### src/rtl/ex_divider_if.sv
// EX-stage divider handshake bundle.
// EX drives the request side; the divider answers with stall and results.
interface ex_divider_if #(
  parameter int WIDTH = 32
);
  logic             start;
  logic             signed_enable;
  logic [WIDTH-1:0] operand_a;
  logic [WIDTH-1:0] operand_b;
  logic             annul;
  logic             stall_request;
  logic             busy;
  logic             result_valid;
  logic             divide_by_zero;
  logic [WIDTH-1:0] quotient;
  logic [WIDTH-1:0] remainder;

  modport master (
    output start, signed_enable,
    output operand_a, operand_b, annul,
    input  stall_request, busy,
    input  result_valid, divide_by_zero,
    input  quotient, remainder
  );

  modport slave (
    input  start, signed_enable,
    input  operand_a, operand_b, annul,
    output stall_request, busy,
    output result_valid, divide_by_zero,
    output quotient, remainder
  );
endinterface

### src/rtl/ex_divider.sv
// Iterative radix-2 restoring divider for DIV/DIVU in EX.
// One quotient bit per cycle; stalls the pipe while running.
module ex_divider #(
  parameter int WIDTH = 32
) (
  input logic       clock,
  input logic       reset,
  ex_divider_if.slave bus
);
  localparam int CW = (WIDTH > 1) ? $clog2(WIDTH) : 1;
  localparam logic [CW-1:0] LAST = CW'(WIDTH - 1);

  typedef enum logic [1:0] {
    IDLE,
    RUN,
    DONE
  } state_t;

  state_t           state;
  logic [WIDTH-1:0] dvd;
  logic [WIDTH-1:0] dvs;
  logic [WIDTH-1:0] rem;
  logic [CW-1:0]    count;
  logic             q_neg;
  logic             r_neg;

  logic             a_neg;
  logic             b_neg;
  logic [WIDTH-1:0] a_abs;
  logic [WIDTH-1:0] b_abs;
  logic [WIDTH:0]   shifted;
  logic [WIDTH:0]   diff;
  logic             qbit;
  logic [WIDTH-1:0] rem_next;
  logic [WIDTH-1:0] quo_next;

  always_comb begin
    a_neg = bus.signed_enable & bus.operand_a[WIDTH-1];
    b_neg = bus.signed_enable & bus.operand_b[WIDTH-1];
    a_abs = a_neg ? -bus.operand_a : bus.operand_a;
    b_abs = b_neg ? -bus.operand_b : bus.operand_b;
    // quotient bits shift into dvd as dividend bits leave it
    shifted  = {rem, dvd[WIDTH-1]};
    diff     = shifted - {1'b0, dvs};
    qbit     = ~diff[WIDTH];
    rem_next = qbit ? diff[WIDTH-1:0]
                    : shifted[WIDTH-1:0];
    quo_next = {dvd[WIDTH-2:0], qbit};
  end

  assign bus.stall_request =
    ((state == IDLE) & bus.start) |
    (state == RUN);

  always_ff @(posedge clock) begin
    if (!reset) begin
      state              <= IDLE;
      dvd                <= '0;
      dvs                <= '0;
      rem                <= '0;
      count              <= '0;
      q_neg              <= 1'b0;
      r_neg              <= 1'b0;
      bus.busy           <= 1'b0;
      bus.result_valid   <= 1'b0;
      bus.divide_by_zero <= 1'b0;
      bus.quotient       <= '0;
      bus.remainder      <= '0;
    end else if (bus.annul) begin
      state              <= IDLE;
      bus.busy           <= 1'b0;
      bus.result_valid   <= 1'b0;
      bus.divide_by_zero <= 1'b0;
    end else begin
      unique case (state)
        IDLE: begin
          if (bus.start) begin
            if (bus.operand_b == '0) begin
              state              <= DONE;
              bus.quotient       <= '0;
              bus.remainder      <= '0;
              bus.divide_by_zero <= 1'b1;
              bus.result_valid   <= 1'b1;
            end else begin
              state    <= RUN;
              dvd      <= a_abs;
              dvs      <= b_abs;
              rem      <= '0;
              count    <= '0;
              q_neg    <= a_neg ^ b_neg;
              r_neg    <= a_neg;
              bus.busy <= 1'b1;
            end
          end
        end
        RUN: begin
          dvd   <= quo_next;
          rem   <= rem_next;
          count <= count + CW'(1);
          if (count == LAST) begin
            state              <= DONE;
            bus.busy           <= 1'b0;
            bus.result_valid   <= 1'b1;
            bus.divide_by_zero <= 1'b0;
            bus.quotient  <= q_neg ? -quo_next : quo_next;
            bus.remainder <= r_neg ? -rem_next : rem_next;
          end
        end
        DONE: begin
          if (!bus.start) begin
            state              <= IDLE;
            bus.result_valid   <= 1'b0;
            bus.divide_by_zero <= 1'b0;
          end
        end
        default: state <= IDLE;
      endcase
    end
  end
endmodule

### src/flat_wrapper.sv
// flat-port wrapper written by rule: the top's interface ports become plain ports
module ex_divider_flat 
#(
  parameter int WIDTH = 32
)
  (clock, reset, bus_start, bus_signed_enable, bus_operand_a, bus_operand_b, bus_annul, bus_stall_request, bus_busy, bus_result_valid, bus_divide_by_zero, bus_quotient, bus_remainder);
  ex_divider_if #(.WIDTH(WIDTH)) bus_i ();
  input logic clock;
  input logic reset;
  input wire logic [$bits(bus_i.start)-1:0] bus_start;
  input wire logic [$bits(bus_i.signed_enable)-1:0] bus_signed_enable;
  input wire logic [$bits(bus_i.operand_a)-1:0] bus_operand_a;
  input wire logic [$bits(bus_i.operand_b)-1:0] bus_operand_b;
  input wire logic [$bits(bus_i.annul)-1:0] bus_annul;
  output wire logic [$bits(bus_i.stall_request)-1:0] bus_stall_request;
  output wire logic [$bits(bus_i.busy)-1:0] bus_busy;
  output wire logic [$bits(bus_i.result_valid)-1:0] bus_result_valid;
  output wire logic [$bits(bus_i.divide_by_zero)-1:0] bus_divide_by_zero;
  output wire logic [$bits(bus_i.quotient)-1:0] bus_quotient;
  output wire logic [$bits(bus_i.remainder)-1:0] bus_remainder;
  assign bus_i.start = bus_start;
  assign bus_i.signed_enable = bus_signed_enable;
  assign bus_i.operand_a = bus_operand_a;
  assign bus_i.operand_b = bus_operand_b;
  assign bus_i.annul = bus_annul;
  assign bus_stall_request = bus_i.stall_request;
  assign bus_busy = bus_i.busy;
  assign bus_result_valid = bus_i.result_valid;
  assign bus_divide_by_zero = bus_i.divide_by_zero;
  assign bus_quotient = bus_i.quotient;
  assign bus_remainder = bus_i.remainder;
  ex_divider #(.WIDTH(WIDTH)) u_core (.clock(clock), .reset(reset), .bus(bus_i));
endmodule
### config.mk
export PLATFORM = sky130hd
export DESIGN_NAME = ex_divider_flat
export DESIGN_NICKNAME = d
export VERILOG_FILES = /design/src/rtl/ex_divider_if.sv /design/src/rtl/ex_divider.sv /design/src/flat_wrapper.sv
export SDC_FILE = /design/constraint.sdc
export NUM_CORES = 1
export LEC_CHECK = 0
export ABC_AREA = 1
export CORE_UTILIZATION = 45
export DETAILED_ROUTE_END_ITERATION = 6
export DONT_BUFFER_PORTS = 1
export GPL_TIMING_DRIVEN = 0
export PLACE_DENSITY_LB_ADDON = 0.08
export SYNTH_ARGS = -nofsm -noshare
export SYNTH_HDL_FRONTEND = slang
export SYNTH_SLANG_ARGS = --single-unit
### constraint.sdc
create_clock -name clock -period 4.5 [get_ports clock]
set_clock_uncertainty 0.1 [all_clocks]
set_input_delay 0.9 -clock clock [delete_from_list [all_inputs] [get_ports clock]]
set_output_delay 0.9 -clock clock [all_outputs]
set_load 0.01 [all_outputs]
# Yosys cells after proc, flatten, opt, wreduce, memory -nomap -nowiden
# Index checks and enable logic that the tools add are counted.
classes:
  n_mux: 35
  n_reduce_logical: 11
  n_eq_ne: 8
  n_addsub: 6
  n_shift: 0
  div_mod_pow: 0
  magnitude_cmp: 0
  mul: 0
  bitwise: 9
op_table:
  columns: ["op", "n"]
  rows:
  - ["32-bit two-way mux", 13]
  - ["32-bit case mux with 2 select lines", 4]
  - ["32-bit negator", 4]
  - ["33-bit by 32-bit subtractor with 33-bit output", 1]
  - ["32-bit logical NOT", 1]
  - ["4-bit AND reduction", 3]
  - ["5-bit two-way mux", 2]
  - ["2-bit inequality test, second input constant", 5]
  - ["5-bit case mux with 2 select lines", 1]
  - ["5-bit AND reduction", 2]
  - ["2-bit two-way mux", 4]
  - ["1-bit two-way mux", 7]
  - ["1-bit case mux with 3 select lines", 2]
  - ["2-bit case mux with 3 select lines", 1]
  - ["5-bit by 1-bit adder with 5-bit output, second input constant", 1]
  - ["5-bit equality test, second input constant", 1]
  - ["1-bit NOT", 4]
  - ["1-bit AND", 3]
  - ["3-bit AND reduction", 1]
  - ["3-bit nonzero test", 1]
  - ["2-bit by 1-bit equality test with 1-bit output, second input constant", 1]
  - ["2-bit equality test, second input constant", 1]
  - ["2-bit logical NOT", 1]
  - ["1-bit case mux with 2 select lines", 1]
  - ["4 further kinds", 4]
totals:
  regBits: 172
  output_inout_bits: 68
  inputBits: 69
  wordCells: 81
  n_memories: 0
  latchBits: 0
  ramBits: 0
  romBits: 0

# Logic depth before layout (Yosys ltp)
logic_depth:
  ltp_word: 6
  mapped_depth: 29
  ltp_nobuf: 27

# Worst setup path after synthesis
# Ideal clock, no wire load.
synth_timing:
  path_type: "register to register"
  startpoint: "reg u_core.dvd[31]"
  endpoint: "reg u_core.bus.quotient[30]"
  setup_time_ps: 128
  slack_ps: 726
  path_stages_with_launch: 29
  path_buffers: 2
  arrival_time_ps: 3547
  synth_period_minus_slack_ps: 3774
  required_ps: 4272
  cell_sequence: "dfxtp_1 > inv_1 > ha_1 > inv_1 > fa_1 > nand2_1 > nand2_1 > nand3_2 > nand2_4 > nand2_4 > nand2_4 > nand2_4 > nand3_2 > nand2_4 > buf_6 > buf_8 > ha_1 > nand3_1 > nand3b_1 > nor2_1 > nand4_1 > nand2_1 > o21ai_0 > a21oi_1 > o21ai_0 > nor2_1 > xor2_1 > a22oi_1 > nor2_1"
synth_via:
  elab_chain_cells: 6
synth_rtl:
  columns: ["item", "line", "source"]
  rows:
  - ["from (decl)", "ex_divider.sv:20", "logic [WIDTH-1:0] dvd;"]
  - ["from (signal assigned)", "ex_divider.sv:86", "dvd <= a_abs;"]
  - ["from (signal assigned)", "ex_divider.sv:97", "dvd <= quo_next;"]
  - ["33-bit by 32-bit subtractor with 33-bit output", "ex_divider.sv:44", "diff = shifted - {1'b0, dvs};"]
  - ["1-bit NOT", "ex_divider.sv:45", "qbit = ~diff[WIDTH];"]
  - ["32-bit negator", "ex_divider.sv:105", "bus.quotient <= q_neg ? -quo_next : quo_next;"]
  - ["32-bit two-way mux", "ex_divider.sv:105", null]
  - ["32-bit two-way mux", "ex_divider.sv:100", "if (count == LAST) begin"]
  - ["32-bit case mux with 2 select lines", "ex_divider.sv:75", "unique case (state)"]
  - ["to (signal assigned)", "ex_divider.sv:105", null]
  - ["to (decl)", "ex_divider_if.sv:31", "output quotient, remainder"]
# No other way between the ends. The select of a mux whose other input is x is not followed.
# A chain may end at the register's enable or synchronous reset.

# Final worst setup path
layout_timing:
  startpoint: "reg u_core.dvs[29]"
  endpoint: "reg u_core.bus.quotient[22]"
layout_via:
  elab_chain_cells: 6
layout_rtl:
  columns: ["item", "line", "source"]
  rows:
  - ["from (decl)", "ex_divider.sv:21", "logic [WIDTH-1:0] dvs;"]
  - ["from (signal assigned)", "ex_divider.sv:87", "dvs <= b_abs;"]
  - ["33-bit by 32-bit subtractor with 33-bit output", "ex_divider.sv:44", null]
  - ["1-bit NOT", "ex_divider.sv:45", null]
  - ["32-bit negator", "ex_divider.sv:105", null]
  - ["32-bit two-way mux", "ex_divider.sv:105", null]
  - ["32-bit two-way mux", "ex_divider.sv:100", null]
  - ["32-bit case mux with 2 select lines", "ex_divider.sv:75", null]
# No other way between the ends. The select of a mux whose other input is x is not followed.

==> metrics.csv <==
metric,value,unit
status,finished clean,
fin_setup_tns,0,ns
utilization,0.505,
synth_area,0.0133,sq mm
synthAdderAreaFrac,0.0401,
seqCellArea,0.00345,sq mm
die_width,174,um
firstDrtPassIters,6,
ctsHoldBuffers,0,
crit_arrival,4.56,ns
die_area,0.0302,sq mm
core_region_area,0.0289,sq mm
drt-initial-drc-count,1031,
relSlewSlack,0.332,
dpl.hpwl,36.7,mm
path_clk_slew,0.07,ns
grt.total_usage,0.298,
synthArstFlopShare,0,
worstSetupEndpointType,register,
grt_pass1_vias,12870,
synth-simple-area-share,0.400,
ys_types,53,
drv_slew,0,
diodes,0,
htreeDepth,4,
final_common_cell,nand2_1,
clock_path_buffers,2,
post_dp_cell_area,0.0138,sq mm
final_cell_mix,"nand2_1 (718), inv_1 (277), nor2_1 (190)",
vdd_ir_drop_max,0.257,mV
ant_nets,0,
n_fill_cell,3115,
cp-startpoint,u_core.dvs[29],
synth_edf_count,0,
grt_overflow,0,
ys.flop_type,dfxtp_1,
required,4.77,ns
cts_tree,done,
max_freq,233,MHz
io_buffers,0,
synth_area_per_cell,6.02,sq um
wire_per_inst,17.2,um
design_area,0.0146,sq mm
synthMuxAreaShare,0,
initial_core_util,0.460,
powerDensity,296,mW/mm^2
criticalPathCategory,reg -> reg,
clock_latency,0.44,ns
syn_nets,2317,
worstMarginPinSlew,0.995,ns
cts_num_sinks,172,
p_leak,7.06,nW
slowest_stage,ha_4,
p_total,4.31,mW
gp_congestion,0.973,
finalSetupViolCount,0,
grt_max_degree,17,
synth_seq_cells,172,
yosys_warnings,0,
std_cell_rows,62,
synthXorXnorAreaFrac,0.0567,
start_kind,register,
routed-via-count,13795,
wirelength,45.2,mm
fin_crit,4.29,ns
antenna_found_initial,0,
r2r_start,u_core.dvs[29],
hold_path.class,reg -> reg,
nNetsFinal,2342,
clock-root-buffer,clkbuf_16,
maxCapViolations,0,
multiInputGateArea,0.00854,sq mm
slowest_delay,0.36,ns
route.detailed.drc,0,
finalHoldViolations,0,
areaGrowthSynthToFinish,9.76,%
synth_compound_area_frac,0.131,
ys_seq_area_frac,0.259,
holdCritStartpoint,u_core.count[4],
via_per_inst,5.25,
grt_pass1_wl,70.0,mm
whs,0.381,ns
io-pin-count,137,
crit_fanout,19,
synthCells,2206,
synth_top_family_by_area,simple AND/OR/NAND/NOR gates,
finalCritPeriodShare,0.953,
fp.dieH,174,um
cts_buffers,17,
drive_above_1_share,0.0891,
## worst paths after layout
path	cells after the start	endpoint	slack, ns
min	2	u_core.count[4]	0.38
min reg2reg	2	u_core.count[4]	0.38
max	26	u_core.bus.quotient[22]	0.21
max reg2reg	26	u_core.bus.quotient[22]	0.21
## worst max-delay path: cells and delay by family, from the launching register on
| kind | cells | cell delay (ns) |
|---|---|---|
| adders and majority gates | 2 | 0.58 |
| xor gates and xnor gates | 1 | 0.17 |
| DFF | 1 | 0.31 |
| AOI/OAI and AO/OA | 3 | 0.38 |
| buffers and inverters | 6 | 0.77 |
| and+or+nand+nor | 14 | 1.90 |
## kinds of logic (layout without fill, tap and decap cells)
| family | after synthesis | count (layout) |
|---|---|---|
| and+or+nand+nor | 1217 | 1217 |
| buffers and inverters | 374 | 412 |
| AOI/OAI and AO/OA | 315 | 315 |
| adders and majority gates | 42 | 42 |
| DFF | 172 | 172 |
| xor gates and xnor gates | 86 | 86 |
## flip-flops by register name, indices dropped and copies added (netlist names)
register,flops
u_core.bus.busy,1
u_core.bus.divide_by_zero,1
u_core.bus.result_valid,1
u_core.rem,32
u_core.q_neg,1
u_core.bus.quotient,32
u_core.r_neg,1
u_core.dvs,32
u_core.state,2
u_core.dvd,32
u_core.bus.remainder,32
u_core.count,5
## routing by layer
layer | part of all wire | GRT usage
met1 | 0.46 | 0.390
met2 | 0.46 | 0.499
met3 | 0.051 | 0.0454
met4 | 0.026 | 0.0994
met5 | 0 | 0
## cell usage after synthesis (3+ instances only)
library cell    n  area (sq um)
a21oi_1       177           886
a21oi_2         4          35.0
a22oi_1         8          60.1
a2bb2oi_1      10          87.6
a31oi_1        17           106
and2_1          3          18.8
buf_1           3          11.3
buf_2          14          70.1
buf_6           5          56.3
clkbuf_1       49           184
clkinv_1        3          11.3
dfxtp_1       172          3440
ha_1           41           513
inv_1         282          1060
inv_2          13          48.8
nand2_1       720          2700
nand2_2        37           231
nand2_4        13           146
nand3_1       145           726
nand3_2         4          40.0
nand3_4         3          52.6
nand3b_1       19           143
nand4_1        17           106
nor2_1        192           721
nor2_2         13          81.3
nor2_4          3          33.8
nor3_1         24           120
nor4_1          8          50.1
o21ai_0        72           360
o21ai_1         9          45.0
o22ai_1         3          18.8
or2_2           9          56.3
xnor2_1        25           219
xor2_1         61           534
## power breakdown
part           total [mW]  internal [mW]  leakage, nW  switching (mW)
logic                1.23          0.399         5.39           0.827
registers            1.63           1.58         1.40          0.0536
clock network        1.46          0.753        0.272           0.702
## stage by stage
stage	setup slack [ns]	instances
after floorplan	0.726	2206
after global placement	-0.211	2590
after detailed placement	-0.204	2590
after CTS	0.00994	2626
after global routing	-0.0181	2628
final	0.211	2628
## layout make-up
type	count	share of cell area
Tap cell	384	0.0330
Inverter	298	0.0767
Timing Repair Buffer	7	0.00361
Clock inverter	12	0.00713
Sequential cell	172	0.237
Buffer	75	0.0255
Clock buffer	20	0.0313
Multi-Input combinational cell	1660	0.586
## repair_timing
action	4_1_cts	5_1_grt
cloned	0	0
pin swaps	2	8
gates resized for setup	8	35
setup endpoints to repair	2	3
setup buffers	4	3
No activity file was read; power rests on OpenSTA's default activity.
